===== src/rtl/mac_pkg.sv =====
// rtl/mac_pkg.sv - shared widths and FSM state encoding for the product accumulator
package mac_pkg;

  localparam int PROD_W = 32;
  localparam int ACC_W  = 40;
  localparam int LEN_W  = 8;

  typedef enum logic [1:0] {
    ST_IDLE = 2'd0,
    ST_ACC  = 2'd1,
    ST_DONE = 2'd2
  } state_t;

endpackage


===== src/rtl/acc_adder.sv =====
// rtl/acc_adder.sv - W-bit unsigned ripple adder with carry-out
module acc_adder #(
  parameter int W = 40
) (
  input  logic [W-1:0] a,
  input  logic [W-1:0] b,
  output logic [W-1:0] sum,
  output logic         carry
);

  logic [W:0] c;

  assign c[0]  = 1'b0;
  assign carry = c[W];

  for (genvar i = 0; i < W; i++) begin : g_bit
    fa_cell u_fa (
      .a  (a[i]),
      .b  (b[i]),
      .ci (c[i]),
      .s  (sum[i]),
      .co (c[i+1])
    );
  end

endmodule


===== src/rtl/fa_cell.sv =====
// rtl/fa_cell.sv - single-bit full adder cell
module fa_cell (
  input  logic a,
  input  logic b,
  input  logic ci,
  output logic s,
  output logic co
);

  assign s  = a ^ b ^ ci;
  assign co = (a & b) | (ci & (a ^ b));

endmodule


===== src/rtl/product_accumulator.sv =====
// rtl/product_accumulator.sv - sums a programmed number of multiplier products
module product_accumulator #(
  parameter int PROD_W = mac_pkg::PROD_W,
  parameter int ACC_W  = mac_pkg::ACC_W,
  parameter int LEN_W  = mac_pkg::LEN_W
) (
  input  logic              clk,
  input  logic              rst_n,
  input  logic              start,
  input  logic [LEN_W-1:0]  len,
  input  logic              prod_valid,
  input  logic [PROD_W-1:0] prod,
  output logic              prod_ready,
  output logic              res_valid,
  output logic [ACC_W-1:0]  res,
  input  logic              res_ready,
  output logic              overflow,
  output logic              busy
);

  import mac_pkg::*;

  state_t             state, state_nx;
  logic [ACC_W-1:0]   acc;
  logic [ACC_W-1:0]   prod_ext;
  logic [ACC_W-1:0]   sum;
  logic               carry;
  logic [LEN_W-1:0]   cnt;
  logic               ovf;
  logic               xfer;

  assign prod_ext = ACC_W'(prod);

  acc_adder #(.W(ACC_W)) u_adder (
    .a     (acc),
    .b     (prod_ext),
    .sum   (sum),
    .carry (carry)
  );

  // Handshake outputs depend on state only, never on the upstream valid
  assign prod_ready = (state == ST_ACC);
  assign res_valid  = (state == ST_DONE);
  assign busy       = (state != ST_IDLE);
  assign xfer       = prod_valid && prod_ready;
  assign res        = acc;
  assign overflow   = ovf;

  always_comb begin
    state_nx = state;
    case (state)
      ST_IDLE: begin
        if (start) state_nx = (len != '0) ? ST_ACC : ST_DONE;
      end
      ST_ACC: begin
        if (xfer && cnt == LEN_W'(1)) state_nx = ST_DONE;
      end
      ST_DONE: begin
        if (res_ready) state_nx = ST_IDLE;
      end
      default: state_nx = ST_IDLE;
    endcase
  end

  always_ff @(posedge clk) begin
    if (!rst_n) begin
      state <= ST_IDLE;
      acc   <= '0;
      cnt   <= '0;
      ovf   <= 1'b0;
    end else begin
      state <= state_nx;
      case (state)
        ST_IDLE: begin
          if (start) begin
            acc <= '0;
            ovf <= 1'b0;
            cnt <= len;
          end
        end
        ST_ACC: begin
          if (xfer) begin
            acc <= sum;
            ovf <= ovf | carry;
            cnt <= cnt - LEN_W'(1);
          end
        end
        default: ;
      endcase
    end
  end

endmodule

===== config.mk =====
export PLATFORM = sky130hd
export DESIGN_NAME = product_accumulator
export DESIGN_NICKNAME = d
export VERILOG_FILES = /design/src/rtl/mac_pkg.sv /design/src/rtl/acc_adder.sv /design/src/rtl/fa_cell.sv /design/src/rtl/product_accumulator.sv
export SDC_FILE = /design/constraint.sdc
export NUM_CORES = 1
export LEC_CHECK = 0
export CORE_MARGIN = 1.5
export CORE_UTILIZATION = 50
export DETAILED_ROUTE_END_ITERATION = 7
export HOLD_SLACK_MARGIN = 0.06
export PLACE_DENSITY = 0.81
export SLEW_MARGIN = 10
export SYNTH_ARGS = -nofsm -noshare
export SYNTH_HDL_FRONTEND = slang
export SYNTH_SLANG_ARGS = --single-unit

===== constraint.sdc =====
create_clock -name clk -period 22 [get_ports clk]
set_input_delay 4.4 -clock clk [delete_from_list [all_inputs] [get_ports clk]]
set_output_delay 4.4 -clock clk [all_outputs]
set_load 0.005 [all_outputs]

# [Word level (Yosys, flattened, before mapping)]
# Cells that the tools add are included.
# W data, S select, Z words.
[word_totals] latch_bits=0 n_memories=0 ramBits=0 register_bits=51 elab_cells=208 mem_bits_ro=0 input_bits=45
[op_classes] bitwise=174 n_reduce_logical=8 shifts=0 add_sub_neg=1 n_lt_le_gt_ge=0 multipliers=0 muxes=14 n_eq_ne=7 n_div=0
[op_table] op="$mux W40" count=2
[op_table] op="$pmux W40 S2" count=1
[op_table] op="$and A1 B1 Y1" count=71
[op_table] op="$xor A1 B1 Y1" count=71
[op_table] op="$or A1 B1 Y1" count=32
[op_table] op="$mux W8" count=2
[op_table] op="$pmux W8 S2" count=1
[op_table] op="$eq A8 B1 Y1 const B" count=1
[op_table] op="$mux W2" count=4
[op_table] op="$reduce_bool A8 Y1" count=1
[op_table] op="$sub A8 B1 Y8 const B" count=1
[op_table] op="$ne A2 B1 Y1 const B" count=3
[op_table] op="$pmux W2 S3" count=1
[op_table] op="$reduce_and A3 Y1" count=2
[op_table] op="$reduce_bool A2 Y1" count=2
[op_table] op="$eq A2 B1 Y1 const B" count=1
[op_table] op="$eq A2 B2 Y1 const B" count=1
[op_table] op="$logic_and A1 B1 Y1" count=2
[op_table] op="$logic_not A2 Y1" count=1
[op_table] op="$mux W1" count=2
[op_table] op="$ne A2 B2 Y1 const B" count=1
[op_table] op="$pmux W1 S2" count=1

# [Longest topological paths before layout]
[logic_depth] ltp_word=74 mapped_depth=44 mapped_depth_nobuf=44

# [Modules after synthesis]
# A second synthesis with hierarchy kept.
[hier_totals] cells_unflattened=313 hier_area_um2=2992.9
[modules_own_cells] mod="product_accumulator" cells_each=272 instances=1 seq_area_each_um2=1021.0 area_per_inst_um2=2188.3
[modules_own_cells] mod="fa_cell" cells_each=1 instances=40 seq_area_each_um2=0.0 area_per_inst_um2=20.0
[modules_own_cells] mod="acc_adder" cells_each=1 instances=1 seq_area_each_um2=0.0 area_per_inst_um2=3.8

# [Worst setup path after synthesis]
# OpenSTA, ideal clock, no wires.
[synth_timing] kind="input -> register" from="in prod[0]" to="reg acc[39], in the netlist res[39]" arrival_ns=18.631 n_path_buf=0 setup_time_ns=0.116 setup_slack_ns=3.253 cell_stages=44 path_cell_list="ha_1 > inv_1 > fa_1 > fa_1 > fa_1 > fa_1 > fa_1 > fa_1 > fa_1 > fa_1 > fa_1 > fa_1 > fa_1 > fa_1 > fa_1 > fa_1 > fa_1 > fa_1 > (+8 left out) > fa_1 > fa_1 > fa_1 > fa_1 > fa_1 > fa_1 > inv_1 > fa_1 > ha_1 > ha_1 > ha_1 > ha_1 > ha_1 > ha_1 > ha_1 > ha_1 > nand3_1 > a21boi_1"
[synth_between] elab_chain_cells=73
[synth_lines] element="from (decl)" line_no="product_accumulator.sv:12" source="input logic [PROD_W-1:0] prod,"
[synth_lines] element="$and A1 B1 Y1 (2 in series)" line_no="fa_cell.sv:11" source="assign co = (a & b) | (ci & (a ^ b));"
[synth_lines] element="$or A1 B1 Y1" line_no="fa_cell.sv:11"
[synth_lines] element="$and A1 B1 Y1" line_no="fa_cell.sv:11"
[synth_lines] element="$or A1 B1 Y1" line_no="fa_cell.sv:11"
[synth_lines] element="$and A1 B1 Y1" line_no="fa_cell.sv:11"
[synth_lines] element="$or A1 B1 Y1" line_no="fa_cell.sv:11"
[synth_lines] element="$and A1 B1 Y1" line_no="fa_cell.sv:11"
[synth_lines] element="$or A1 B1 Y1" line_no="fa_cell.sv:11"
[synth_lines] element="(+50 left out)"
[synth_lines] element="$and A1 B1 Y1" line_no="fa_cell.sv:11"
[synth_lines] element="$or A1 B1 Y1" line_no="fa_cell.sv:11"
[synth_lines] element="$and A1 B1 Y1" line_no="fa_cell.sv:11"
[synth_lines] element="$or A1 B1 Y1" line_no="fa_cell.sv:11"
[synth_lines] element="$and A1 B1 Y1 (7 in series)" line_no="fa_cell.sv:11"
[synth_lines] element="$xor A1 B1 Y1" line_no="fa_cell.sv:10" source="assign s = a ^ b ^ ci;"
[synth_lines] element="$mux W40" line_no="product_accumulator.sv:82" source="if (xfer) begin"
[synth_lines] element="$pmux W40 S2" line_no="product_accumulator.sv:73" source="case (state)"
[synth_lines] element="to (signal assigned)" line_no="product_accumulator.sv:83" source="acc <= sum;"
[synth_lines] element="to (decl)" line_no="product_accumulator.sv:24" source="logic [ACC_W-1:0] acc;"
# Every way passes these cells. The select of a mux whose other input is x is not followed.
# A chain may end at the register's enable or synchronous reset.

# [Worst setup path in the final report]
[layout_timing] from="in prod[0]" to="reg ovf, in the netlist overflow"
[layout_between] elab_chain_cells=74
[layout_lines] element="$and A1 B1 Y1 (2 in series)" line_no="fa_cell.sv:11"
[layout_lines] element="$or A1 B1 Y1" line_no="fa_cell.sv:11"
[layout_lines] element="$and A1 B1 Y1" line_no="fa_cell.sv:11"
[layout_lines] element="$or A1 B1 Y1" line_no="fa_cell.sv:11"
[layout_lines] element="$and A1 B1 Y1" line_no="fa_cell.sv:11"
[layout_lines] element="$or A1 B1 Y1" line_no="fa_cell.sv:11"
[layout_lines] element="$and A1 B1 Y1" line_no="fa_cell.sv:11"
[layout_lines] element="$or A1 B1 Y1" line_no="fa_cell.sv:11"
[layout_lines] element="(+50 left out)"
[layout_lines] element="$and A1 B1 Y1" line_no="fa_cell.sv:11"
[layout_lines] element="$or A1 B1 Y1" line_no="fa_cell.sv:11"
[layout_lines] element="$and A1 B1 Y1" line_no="fa_cell.sv:11"
[layout_lines] element="$or A1 B1 Y1" line_no="fa_cell.sv:11"
[layout_lines] element="$and A1 B1 Y1 (8 in series)" line_no="fa_cell.sv:11"
[layout_lines] element="$or A1 B1 Y1" line_no="product_accumulator.sv:84" source="ovf <= ovf | carry;"
[layout_lines] element="$mux W1" line_no="product_accumulator.sv:82"
[layout_lines] element="$pmux W1 S2" line_no="product_accumulator.sv:73"
[layout_lines] element="to (signal assigned)" line_no="product_accumulator.sv:84"
[layout_lines] element="to (decl)" line_no="product_accumulator.sv:29" source="logic ovf;"
# Every way passes these cells. The select of a mux whose other input is x is not followed.

==> summary.txt <==
Run status
  • Status: finished clean

Cells and area
  • Nets: 535
  • Fillers: 630
  • Leading cell type in the layout, fill and taps excluded: clkdlybuf4s50_1
  • Core Util, Final: 60.8%
  • Most frequent cells in the layout: 88 x clkdlybuf4s50_1, 65 x inv_1, 51 x dfxtp_1
  • Post-route cell area: 4360 um2
  • Cell Count, Final, Fillers Out: 548
  • Area grow syn2layout: 18.8%
  • Share of cells above drive strength 1: 3.34%
  • Antenna cell count: 0

CTS
  • CTS sink count: 51
  • Hold buffers post-CTS: 0
  • TritonCTS clock tree: yes
  • Post-CTS repair timing setup buffer count: 0
  • Total CTS buffers: 5
  • Root Driver: clkbuf_8
  • Clock latency reported for the late side of the worst-skew pair: 0.31 ns
  • H-tree depth: 2
  • Clock transition at path regs: 0.10 ns
  • Largest buffer count on any clock path: 2
  • CTS resizes: 0

Timing
  • F_max: 51.2 MHz
  • Max_slew headroom: 39.8%
  • Min Hold Slack: 0.483 ns
  • Hold violation count in the final report: 0
  • Min cycle time layout: 19.53 ns
  • Worst Tran Pin Value: 0.902 ns
  • Setup violators final: 0
  • Slew Viols, Final: 0
  • Final WS setup: 2.47 ns
  • Period utilization: 88.8%
  • TNS Setup: 0 ns
  • Worst Skew: 0.0135 ns
  • Unrepaired setup endpoints after global routing: no

Pwr
  • Internal power: 0.160 mW
  • Pwr dens: 51.4 nW/um2
  • Seq pwr share: 45.3%
  • Comb pwr share: 25.5%
  • Leak: 1.72 nW
  • Sw frac: 28.5%
  • Maximum vdd drop: 0.0000311 V
  • Total chip power: 0.224 mW
  • NetSw: 0.0639 mW
  • Clock Power Share: 29.2%

Floorplan
  • Die Area: 7870 um2
  • Initial Util: 51.2%
  • Ports: 89
  • Num rows: 31
  • Chip height: 88.7 um
  • Die width: 88.7 um
  • Core area: 7180 um2

Worst setup path
  • Worst path required time: 22.24 ns
  • CP arrival: 19.77 ns
  • Most used cell, CP: fa_1
  • CP Capture Type: flip-flop
  • CP Class: input port to flip-flop
  • Register-to-register setup slack: 6.65 ns
  • Worst Path Max Fanout: 1
  • R2R depth: 44
  • R2R Path End: overflow
  • Crit path max-delay cell type: clkdlybuf4s50_1
  • Critical Path Max Stage Delay: 0.46 ns
  • FF-to-FF Start: res[0]
  • Setup crit start kind: input port

Synth
  • Synth warn: 0
  • Synth cell types: 40
  • Post-Syn Area: 3670 um2
  • EDFF count, synth: 0
  • Synth top area cells: dfxtp_1 28%, fa_1 17%, buf_4 9.2%, mux2i_1 8.5%, inv_1 6.6%
  • Async set-reset flop share out of synthesis: 0%
  • Largest area contributor in the netlist: dfxtp_1
  • Seq/Total Area, Yosys: 27.8%
  • Syn nets: 499
  • Register bit total from synthesis: 51
  • Post-synthesis average cell area: 8.91 um2
  • Synth Instances: 412
  • Synth top area share: 27.8%
  • Synth Flop Type: dfxtp_1

Detailed routing
  • Number of routed nets with antenna violations: 0
  • Number of detailed-route iterations in the first pass: 4
  • Routed wire per std cell: 12.8 um
  • Via/cell ratio: 4.83
  • DRT Wirelength: 7010 um
  • Initial DRC count: 65
  • Vias: 2647
  • Post-route DRC: 0

Worst hold path
  • Hold path cells: 2
  • Worst Hold Class: flip-flop to flip-flop
  • Hold path endpoint: res[0]
  • HP Start: res[0]

Global routing
  • Largest net degree at the start of global routing: 53
  • Grt total ovfl: 0
  • Number of global-route vias before repair: 2587
  • First-pass GRT wire length: 11400 um
  • Total GRT Usage: 18.3%
  • Initial antenna violation count: 0

Job
  • Max-Cap Viols: 0

Placement
  • Cell count after placement: 540
  • DP Wirelength: 5250 um
  • PortBufs: 88
  • Worst Setup Slack post-DPL: 2.11 ns
  • Area post-placement: 4250 um2
  • Routability cong.: 0.791
==> flip-flops by register name (all words and copies together), names as in the netlist <==
name,cells
res,40
cnt,8
overflow,1
state,2
==> synth_stat cells, types with 4 or more instances <==
cell / number
nor2b_1: 31
nor3b_1: 5
ha_1: 11
a21boi_1: 11
buf_4: 45
nand2_1: 19
clkbuf_1: 6
inv_1: 65
buf_6: 6
a21oi_1: 7
dfxtp_1: 51
o21ai_0: 7
mux2i_1: 31
nand3_1: 12
buf_2: 4
fa_1: 31
nor2_1: 37
a21boi_0: 4
==> final cells by class <==
cell class	count	area [um2]	area share, %
clock buffers	5	68.8	1.58
clock inverters	3	43.8	1.00
inverters	66	248	5.68
multi-input cells	234	1960	45.0
flip-flops and latches	51	1020	23.4
well taps	99	124	2.84
repair buffers	90	896	20.5
==> kinds of logic (layout without fill, tap and decap cells) <==
| group | after synthesis | after routing | share of synthesized area (%) |
|---|---|---|---|
| buffers and inverters | 127 | 164 | 18.9 |
| and+or+nand+nor | 121 | 121 | 16.8 |
| DFF | 51 | 51 | 27.8 |
| adders and majority gates | 42 | 42 | 20.7 |
| AOI/OAI and AO/OA | 40 | 40 | 7.33 |
| muxes | 31 | 31 | 8.45 |
==> how the worst max path moves through the flow <==
stage	from	cells past startpoint	to
after global placement	prod[0]	45	overflow
final	prod[0]	45	overflow
after CTS	prod[0]	45	overflow
after global routing	prod[0]	45	overflow
after detailed placement	prod[0]	45	res[39]
after floorplan	prod[0]	44	res[39]
==> worst max-delay path, delay by kind of cell <==
family                     cells  cell delay (ns)
buffers and inverters          3             0.60
adders and majority gates     40            14.54
and+or+nand+nor                1             0.19
AOI/OAI and AO/OA              1             0.08
==> power by group through the flow <==
| stage | combinational (mW) | clock (mW) | sequential (mW) |
|---|---|---|---|
| final | 0.0571 | 0.0655 | 0.102 |
| after detailed placement | 0.0576 | 0 | 0.104 |
| after global placement | 0.0555 | 0 | 0.103 |
| after floorplan | 0.0426 | 0 | 0.102 |
| after global routing | 0.0643 | 0.0711 | 0.102 |
| after CTS | 0.0579 | 0.0675 | 0.102 |
==> layer usage <==
layer	part of all wire [%]	GRT usage (%)
met3	4.9	3.17
met1	43	22.5
met5	0	0
met4	0.87	3.84
met2	51	33.7
Note: power is estimated with default switching activity, not from simulation.
